File: src/rtl/flop_to_bcd.sv
// flop_to_bcd: captures a 13-bit float word, truncates it to a 16-bit integer
// magnitude and converts that to five BCD digits with shift-and-add-3, one bit
// per clock. A result appears exactly 17 clocks after the accepting start edge.
module flop_to_bcd (
  input  logic        clk,
  input  logic        reset,
  input  logic        start,
  input  logic [12:0] operand,
  output logic        busy,
  output logic        done,
  output logic [19:0] bcd,
  output logic        neg
);

  typedef enum logic [1:0] {
    S_IDLE    = 2'd0,
    S_CONVERT = 2'd1,
    S_DONE    = 2'd2
  } state_t;

  state_t      r_state;
  state_t      w_state_next;

  logic [15:0] r_bin;
  logic [19:0] r_acc;
  logic [4:0]  r_cnt;
  logic        r_sign;

  logic [22:0] w_shifted;
  logic [15:0] w_mag;
  logic        w_sign_in;
  logic        w_accept;
  logic [19:0] w_acc_adj;
  logic [19:0] w_acc_next;

  // Add 3 to every BCD digit that is 5 or more, ahead of the doubling shift.
  function automatic logic [19:0] add3_digits(input logic [19:0] a);
    logic [19:0] res;
    res = a;
    for (int i = 0; i < 5; i++) begin
      if (a[i*4 +: 4] >= 4'd5) begin
        res[i*4 +: 4] = a[i*4 +: 4] + 4'd3;
      end else begin
        res[i*4 +: 4] = a[i*4 +: 4];
      end
    end
    return res;
  endfunction

  // Operand decode: integer magnitude and sign; negative zero becomes positive.
  always_comb begin
    w_shifted = {15'd0, operand[11:4]} << operand[3:0];
    w_mag     = w_shifted[22:7];
    w_sign_in = operand[12] & (w_mag != 16'd0);
  end

  // One double-dabble step on the current scratch registers.
  always_comb begin
    w_acc_adj  = add3_digits(r_acc);
    w_acc_next = {w_acc_adj[18:0], r_bin[15]};
  end

  // A new operand is accepted only when no conversion is running.
  always_comb begin
    w_accept = start & ((r_state == S_IDLE) | (r_state == S_DONE));
  end

  // Next-state logic; CONVERT leaves after the shift that takes cnt from 1 to 0.
  always_comb begin
    w_state_next = r_state;
    case (r_state)
      S_IDLE: begin
        if (start) begin
          w_state_next = S_CONVERT;
        end else begin
          w_state_next = S_IDLE;
        end
      end
      S_CONVERT: begin
        if (r_cnt <= 5'd1) begin
          w_state_next = S_DONE;
        end else begin
          w_state_next = S_CONVERT;
        end
      end
      S_DONE: begin
        if (start) begin
          w_state_next = S_CONVERT;
        end else begin
          w_state_next = S_IDLE;
        end
      end
      default: begin
        w_state_next = S_IDLE;
      end
    endcase
  end

  // State register and registered status flags derived from the next state.
  always_ff @(posedge clk or posedge reset) begin
    if (reset) begin
      r_state <= S_IDLE;
      busy    <= 1'b0;
      done    <= 1'b0;
    end else begin
      r_state <= w_state_next;
      busy    <= (w_state_next == S_CONVERT);
      done    <= (w_state_next == S_DONE);
    end
  end

  // Conversion scratch: load on accept, shift once per CONVERT cycle.
  always_ff @(posedge clk or posedge reset) begin
    if (reset) begin
      r_bin  <= 16'd0;
      r_acc  <= 20'd0;
      r_cnt  <= 5'd0;
      r_sign <= 1'b0;
    end else if (w_accept) begin
      r_bin  <= w_mag;
      r_acc  <= 20'd0;
      r_cnt  <= 5'd16;
      r_sign <= w_sign_in;
    end else if (r_state == S_CONVERT) begin
      r_bin  <= {r_bin[14:0], 1'b0};
      r_acc  <= w_acc_next;
      r_cnt  <= r_cnt - 5'd1;
    end
  end

  // Result outputs update only on entry to DONE so partial digits never show.
  always_ff @(posedge clk or posedge reset) begin
    if (reset) begin
      bcd <= 20'd0;
      neg <= 1'b0;
    end else if ((r_state == S_CONVERT) && (w_state_next == S_DONE)) begin
      bcd <= w_acc_next;
      neg <= r_sign;
    end
  end

endmodule

File: config.mk
export PLATFORM = sky130hd
export DESIGN_NAME = flop_to_bcd
export DESIGN_NICKNAME = d
export VERILOG_FILES = /design/src/rtl/flop_to_bcd.sv
export SDC_FILE = /design/constraint.sdc
export NUM_CORES = 1
export LEC_CHECK = 0
export ABC_CLOCK_PERIOD_IN_PS = 2500
export CAP_MARGIN = 20
export CORE_ASPECT_RATIO = 0.75
export CORE_MARGIN = 10
export CORE_UTILIZATION = 40
export CTS_CLUSTER_SIZE = 28
export DETAILED_ROUTE_END_ITERATION = 8
export GPL_TIMING_DRIVEN = 0
export MAX_ROUTING_LAYER = met4
export SETUP_SLACK_MARGIN = 0.5
export SLEW_MARGIN = 15
export SYNTH_ARGS = -nofsm -noshare
export SYNTH_HDL_FRONTEND = slang
export SYNTH_SLANG_ARGS = --single-unit
export TNS_END_PERCENT = 5
File: constraint.sdc
create_clock -name clk -period 2.5 [get_ports clk]
set_clock_uncertainty 0.05 [all_clocks]
set_input_delay 0.5 -clock clk [delete_from_list [all_inputs] [get_ports clk]]
set_output_delay 0.5 -clock clk [all_outputs]
set_load 0.03 [all_outputs]
# Word-level counts from Yosys, hierarchy flattened
# Index checks and enable logic that the tools add are counted.
[classes] add_sub_neg=6 multipliers=0 div=0 magnitude_cmp=6 n_eq_ne=4 shifts=1 n_mux=14 bitwise=3 reduce_logical=5
[ops] operator="20-bit 2-to-1 mux" count=2
[ops] operator="16-bit 2-to-1 mux" count=2
[ops] operator="8-bit by 4-bit << shifter with 23-bit output" count=1
[ops] operator="4-bit by 3-bit greater-or-equal comparator with 1-bit output, second input constant" count=5
[ops] operator="4-bit by 2-bit adder with 4-bit output, second input constant" count=4
[ops] operator="4-bit 2-to-1 mux" count=4
[ops] operator="16-bit nonzero test" count=1
[ops] operator="5-bit 2-to-1 mux" count=2
[ops] operator="5-bit by 1-bit less-or-equal comparator with 1-bit output, second input constant" count=1
[ops] operator="5-bit by 1-bit subtractor with 5-bit output, second input constant" count=1
[ops] operator="2-bit by 1-bit equality test with 1-bit output, second input constant" count=2
[ops] operator="2-bit equality test, second input constant" count=2
[ops] operator="2-bit one-hot mux with 2 select lines" count=1
[ops] operator="3-bit by 2-bit adder with 3-bit output, second input constant" count=1
[ops] operator="3-bit 2-to-1 mux" count=1
[ops] operator="1-bit bitwise AND" count=2
[ops] operator="2-bit logical NOT" count=1
[ops] operator="2-bit 2-to-1 mux" count=1
[ops] operator="2-bit nonzero test" count=1
[ops] operator="2-bit OR reduction" count=1
[ops] operator="1-bit logical AND" count=1
[ops] operator="1-bit 2-to-1 mux" count=1
[ops] operator="1-bit bitwise OR" count=1
[totals] reg_bits=67 latchBits=0 mem_bits_rw=0 romBits=0 input_bits=16 out_inout_bits=23 elab_cells=48 n_memories=0

# Depth between registers and ports, before layout
# Gate-level depths: netlist of run 1.
[depth] ltp_word=5 depth_mapped=8 depth_no_buf=7

# Worst setup path after synthesis of run 1
# Ideal clock, no wire load.
[synth_timing] path_kind="input -> register" from="input operand[0]" to="register r_sign" setup_ns=0.133 arrival_ns=1.858 required_ns=2.317 setup_slack_ns=0.459 path_stages=5 path_buffers=1 path_cell_list="buf_6 -> mux4_2 -> a2111o_1 -> a2111oi_2 -> a31oi_1"
[synth_between] elab_chain_cells=3
[synth_lines] element="from (decl)" line_no="8" source="input logic [12:0] operand,"
[synth_lines] element="8-bit by 4-bit << shifter with 23-bit output" line_no="52" source="w_shifted = {15'd0, operand[11:4]} << operand[3:0];"
[synth_lines] element="16-bit nonzero test" line_no="54" source="w_sign_in = operand[12] & (w_mag != 16'd0);"
[synth_lines] element="1-bit bitwise AND" line_no="54"
[synth_lines] element="to (signal assigned)" line_no="123" source="r_sign <= w_sign_in;"
[synth_lines] element="to (decl)" line_no="27" source="logic r_sign;"
# No other way between the ends.
# A chain may end at the register's enable or synchronous reset.

# Worst setup path after layout of run 1
[layout_timing] from="input operand[6]" to="register r_sign"
# Same word-level chain as after synthesis.

==> flow_summary.ini, run 1 <==
[status]
status = finished clean

[floorplan]
pin_count = 39
dieHeight_um = 102
start_util = 0.415
rows = 29
die_area_sq_um = 13100
core_area_sq_um = 8560
die_width_um = 129

[global_route]
grtUsageTotal = 0.136
grt_pass1_wl_um = 13800
antenna_found_initial = 0
grt_pass1_vias = 2702
grt_overflow_total = 0
grt_start_max_net_pins = 35

[setup_path]
cp_num_cells = 5
critPathMaxFanout = 3
crit_path_start_kind = input pin
critical_path.cell_chain = clkdlybuf4s50_1 -> mux4_2 -> a2111o_1 -> a2111oi_4 -> a31oi_1
cp.arrival_ns = 2.24
cp-end-kind = flip-flop
r2r_cells = 6
crit_slowest_cell = mux4_2
cp.buffers_inverters = 1
path_class = in -> reg
slowest_delay_ns = 0.50
cp_top_family = compound AO/OA/AOI/OAI gates
crit_required_ns = 2.65

[logic_synthesis]
syn-cell-area_sq_um = 3560
syn_area_per_cell_sq_um = 9.88
synthTopCellsByArea = dfrtp_1 47%, o21ai_0 5.8%, nand2_1 5.2%
synthFlopType = dfrtp_1
synth.distinct_cells = 48
synth-edff-count = 0
netlist_instances = 360
yosysTopAreaCell = dfrtp_1
ys_seq_area_frac = 0.471
synthArstFlopShare = 1.00
synth_top_area_frac = 0.471
syn-num-nets = 388
ys_ff_latch = 67
ys_warn_count = 0

[cells_and_area]
final_cell_count_no_fill = 524
final_common_cell = dfrtp_1
area.growth.synth_to_final_pct = 24.4
final_cell_mix = 67 x dfrtp_1, 49 x nand2_1, 40 x o21ai_0
antenna_cells = 0
drive_gt1_frac = 0.123
nets = 439

[cts]
clock_latency_ns = 0.33
clockRootBuffer = clkbuf_16
cts_tree = yes
clockBufferDepth = 2
clk_pin_slew_worst_paths_ns = 0.05
cts.sinks = 67
htree_levels = 3
numCtsBuffers = 9

[sta]
post-route-period-util = 0.834
setup_viol = 0
worst_pin_slew_ns = 0.751
max-slew-margin-rel = 0.498
hold_violations = 0
clock.fmax_mhz = 480
setup_slack_ns = 0.415
period_minus_slack_ns = 2.09
rsz0062_at_grt = true
report.final.slew_viol_count = 0

[detailed_routing]
vias_per_cell = 5.47
wirelength_um = 8480
dr.pass1.iters = 4
vias = 2867
drt_iter0_drc = 260
antenna_left = 0
drc = 0
wire_per_inst_um = 16.2

[power_and_ir_drop]
p_int_uw = 3460
irDropWorstVdd_mv = 0.479
leakage_uw = 0.00196
clkPwrFrac = 0.229
p_switching_uw = 2240
power_frac_comb = 0.438
swShare = 0.393
cellPowerDensity_nw_per_um2 = 1290
seqPwrFrac = 0.332

[place]
portBuffers = 35
place_ws_ns = -0.138
place_inst = 504
gp_congestion = 0.914
hpwl_um = 6120

[min_path]
whs_path_depth = 2
min_path_type = reg -> reg

[job]
max_cap_viol_count = 0
worst register-to-register path, stage by stage, from the launching register on:
cell     delay (ns)
dfrtp_1        0.44
ha_1           0.22
o21ai_0        0.21
or2_0          0.27
inv_1          0.16
buf_4          0.22
mux2_2         0.29
cells by family (layout without fill, tap and decap cells):
logic type / Yosys count / in the layout / synth area share
and+or+nand+nor: 106 / 106 / 0.147
adders and majority gates: 12 / 12 / 0.0422
muxes: 26 / 26 / 0.0929
xor gates and xnor gates: 7 / 7 / 0.0172
AOI/OAI and AO/OA: 102 / 102 / 0.184
buffers and inverters: 40 / 96 / 0.0450
DFF: 67 / 67 / 0.471
flip-flops by register name, indices dropped and copies added, names as in the netlist:
| name | flops |
|---|---|
| r_bin | 16 |
| done | 1 |
| r_sign | 1 |
| r_acc | 20 |
| bcd | 20 |
| r_cnt | 5 |
| busy | 1 |
| r_state | 2 |
| neg | 1 |
power groups by stage:
stage          clock (uW)  combinational, uW  sequential, uW
2_1_floorplan           0               1440            2130
3_3_place_gp            0               2440            1890
3_5_place_dp            0               2480            1900
4_1_cts              1330               2510            1890
5_1_grt              1380               2790            1960
6_report             1310               2500            1890
stage by stage:
step | cell area, sq um | util | hold slack (ns) | power, uW | setup TNS, ns
final | 4420 | 0.517 | 0.426 | 5700 | 0
after global routing | 4420 | 0.517 | 0.452 | 6120 | 0
after CTS | 4400 | 0.514 | 0.433 | 5730 | 0
after detailed placement | 4070 | 0.475 | 0.420 | 4390 | -2.16
after global placement | 4050 | 0.472 | 0.411 | 4330 | -2.30
after floorplan | 3560 | - | 0.388 | 3570 | 0
Yosys cell counts (3+ instances only):
cell type / n
mux2i_1: 9
nor3_1: 7
mux2_2: 13
nand2b_1: 9
a22oi_1: 15
nor2_1: 4
dfrtp_1: 67
o21ai_0: 41
ha_1: 12
a21oi_1: 18
nor2b_1: 4
clkbuf_1: 16
a22o_1: 11
nand3_1: 12
nor3b_1: 10
nand2_1: 49
inv_1: 18
mux4_2: 3
xnor2_1: 7
repair_timing:
action | CTS | global route
buffers inserted | 4 | 0
hold buffers | 0 | 0
gates resized for setup | 11 | 10
pin swaps | 3 | 0
endpoints found under the hold margin | 0 | 0
setup endpoints to repair | 30 | 47
routing by layer:
metal | track usage | up-vias | part of all wire
met4 | 0.0392 | 0 | 0.0054
met1 | 0.188 | 1407 | 0.52
met5 | - | - | 0
li1 | - | 1396 | -
met3 | 0.0386 | 4 | 0.048
met2 | 0.187 | 60 | 0.43
final cells by class:
type                            instances  area [sq um]
Buffer                                 21           101
Clock buffer                           12           267
Multi-Input combinational cell        253          1730
Clock inverter                          4          47.5
Tap cell                              108           135
Inverter                               19          75.1
Sequential cell                        67          1680
Fill cell                             787          4140
Timing Repair Buffer                   40           393
path summary, 6_finish.rpt:
path | endpoint | slack (ns) | startpoint
setup / recovery | r_sign | 0.41 | operand[6]
hold / removal | bcd[19] | 0.43 | bcd[19]
setup reg to reg | bcd[2] | 0.51 | r_cnt[0]
hold reg to reg | bcd[19] | 0.43 | bcd[19]
max in group asynchronous | r_acc[17] | 1.20 | reset
min in group asynchronous | r_sign | 0.59 | reset
No activity file was read; power rests on OpenSTA's default activity.
==> run 2, diff against run 1 <==
--- a/config.mk
+++ b/config.mk
@@ -5,7 +5,7 @@
 export SDC_FILE = /design/constraint.sdc
 export NUM_CORES = 1
 export LEC_CHECK = 0
-export ABC_CLOCK_PERIOD_IN_PS = 2500
+export ABC_CLOCK_PERIOD_IN_PS = 2100
 export CAP_MARGIN = 20
 export CORE_ASPECT_RATIO = 0.75
 export CORE_MARGIN = 10
==> constraint.sdc (replaced) <==
create_clock -name clk -period 2.1 [get_ports clk]
set_clock_uncertainty 0.05 [all_clocks]
set_input_delay 0.42 -clock clk [delete_from_list [all_inputs] [get_ports clk]]
set_output_delay 0.42 -clock clk [all_outputs]
set_load 0.03 [all_outputs]
==> run 2 against run 1 <==
  * Combinational power increased by 31%
  * Power up 25%
  * Highest routed layer unchanged
  * Core utilization grew 2.6 points
  * Via count up 0.70%
  * Largest cell class unchanged
  * Clock-buffer cell count stayed put
  * Sequential share of layout area decreased by 1.8 points
  * Flip-flop and latch count is the same
  * First-iteration DRC count fell by 5.8%
  * Routed wire length is 4.4% higher
==> flow_summary.ini, run 2 (synthesis gave the netlist of run 1 again) <==
[cts]
clockRootBuffer = clkbuf_16
clk_pin_slew_worst_paths_ns = 0.05
cts_tree = yes
clockBufferDepth = 2
cts.sinks = 67
htree_levels = 3
numCtsBuffers = 9
clock_latency_ns = 0.33

[cells_and_area]
register_area_sq_um = 1680
nets = 447
final_common_cell = dfrtp_1
fillers = 751
multi_input_area_sq_um = 1810
final_cell_mix = 65 x dfrtp_1, 48 x nand2_1, 37 x o21ai_0
area.growth.synth_to_final_pct = 30.6
stdcell_area_sq_um = 4650
largestRegisters = bcd: 20 flops, r_acc: 20 flops, r_bin: 16 flops
drive_gt1_frac = 0.217
antenna_cells = 0

[floorplan]
start_util = 0.415
pin_count = 39
rows = 29
core_area_sq_um = 8560
dieHeight_um = 102
die_width_um = 129
die_area_sq_um = 13100

[sta]
setup_viol = 0
worst_pin_slew_ns = 0.762
clock.fmax_mhz = 547
rsz0062_at_grt = true
max-slew-margin-rel = 0.491
hold_ws_ns = 0.428
period_minus_slack_ns = 1.83
hold_violations = 0
report.final.slew_viol_count = 0
post-route-period-util = 0.870
setup_slack_ns = 0.273

[detailed_routing]
wirelength_um = 8860
vias_per_cell = 5.43
vias = 2887
drc = 0
dr.pass1.iters = 5
wire_per_inst_um = 16.6
drt_iter0_drc = 245
antenna_left = 0

[min_path]
whs_path_depth = 2
min_path_type = reg -> reg

[global_route]
grt_pass1_vias = 2713
grt_overflow_total = 0
grtUsageTotal = 0.136
grt_pass1_wl_um = 13900
antenna_found_initial = 0
grt_start_max_net_pins = 35

[place]
gp_congestion = 0.914
portBuffers = 35
place_area_sq_um = 4070
place_ws_ns = -0.458
hpwl_um = 6120

[setup_path]
cp-end-kind = primary output
critPathMaxFanout = 2
endpoint = bcd[12]
path_class = reg -> out
cp.arrival_ns = 1.36
r2r-start = r_acc[8]
cp.buffers_inverters = 1
r2r_cells = 6
crit_start = bcd[12]
slowest_delay_ns = 0.68
reg2reg_slack_ns = 0.38
crit_path_start_kind = flip-flop
critical_path.cell_chain = clkdlybuf4s50_1
crit_required_ns = 1.63
cp_top_family = buffers and inverters
rr_endpoint = r_acc[10]
cp_num_cells = 1
crit_slowest_cell = clkdlybuf4s50_1

[status]
status = finished clean

[power_and_ir_drop]
irDropWorstVdd_mv = 0.602
leakage_uw = 0.00207
cellPowerDensity_nw_per_um2 = 1530
totalPowerFinal_uw = 7110

[job]
max_cap_viol_count = 0
[run 2: cell count changes in the layout (fill, tap and decap cells not counted), moves of 3 or more]
cell and change:
buf_12 +3, buf_4 +3, buf_6 +4, clkbuf_1 -6, clkbuf_2 +10, clkdlybuf4s50_1 -5
dlygate4sd2_1 -5, o21ai_0 -3
[run 2: worst min-delay path by stage]
| stage | startpoint | endpoint | slack (ns) |
|---|---|---|---|
| 4_1_cts | neg | neg | 0.43 |
| 6_report | neg | neg | 0.43 |
| 3_5_place_dp | neg | neg | 0.42 |
| 2_1_floorplan | r_sign | neg | 0.39 |
| 3_3_place_gp | bcd[8] | bcd[8] | 0.41 |
| 5_1_grt | bcd[8] | bcd[8] | 0.45 |
[run 2: what timing repair did]
item,4_1_cts,5_1_grt
hold buffers,0,0
gates cloned,0,1
gates resized for setup,37,62
setup endpoints to repair,87,85
buffers inserted,5,6
pin swaps,4,8
[run 2: where the power goes]
group | internal (uW) | leakage, uW | total (uW) | switching, uW
Clock | 1010 | 0.000155 | 1560 | 545
Combinational | 1480 | 0.00106 | 3280 | 1800
Sequential | 1840 | 0.000857 | 2280 | 436
[run 2: worst register-to-register path: cells and delay by family, from the launching register on]
| kind | cells | cell delay (ns) |
|---|---|---|
| adder cells (fa/ha/maj) | 1 | 0.24 |
| AO/OA/AOI/OAI | 2 | 0.45 |
| buffers and inverters | 1 | 0.08 |
| flip-flops | 1 | 0.44 |
| AND/OR/NAND/NOR | 1 | 0.09 |
| multiplexers | 1 | 0.31 |
[run 2: final cells by class]
type	instances	share of cell area
plain buffers	21	0.0345
clock buffers	12	0.0574
clock inverters	4	0.0102
inverters	19	0.0178
multi-input cells	253	0.390
flip-flops and latches	67	0.361
well taps	108	0.0291
repair buffers	48	0.0999
[run 2: through the flow]
step / util / cells / setup TNS [ns]
finish: 0.543 / 532 / 0
global route: 0.543 / 532 / 0
CTS: 0.520 / 525 / 0
detailed placement: 0.475 / 504 / -10.93
global placement: 0.472 / 503 / -10.60
floorplan: - / 360 / 0
[run 2: layer usage]
metal,wire [um],vias up,global-route usage
li1,-,1415,-
met4,38,0,0.0392
met2,3850,61,0.187
met5,0,-,-
met3,526,6,0.0386
met1,4440,1405,0.188
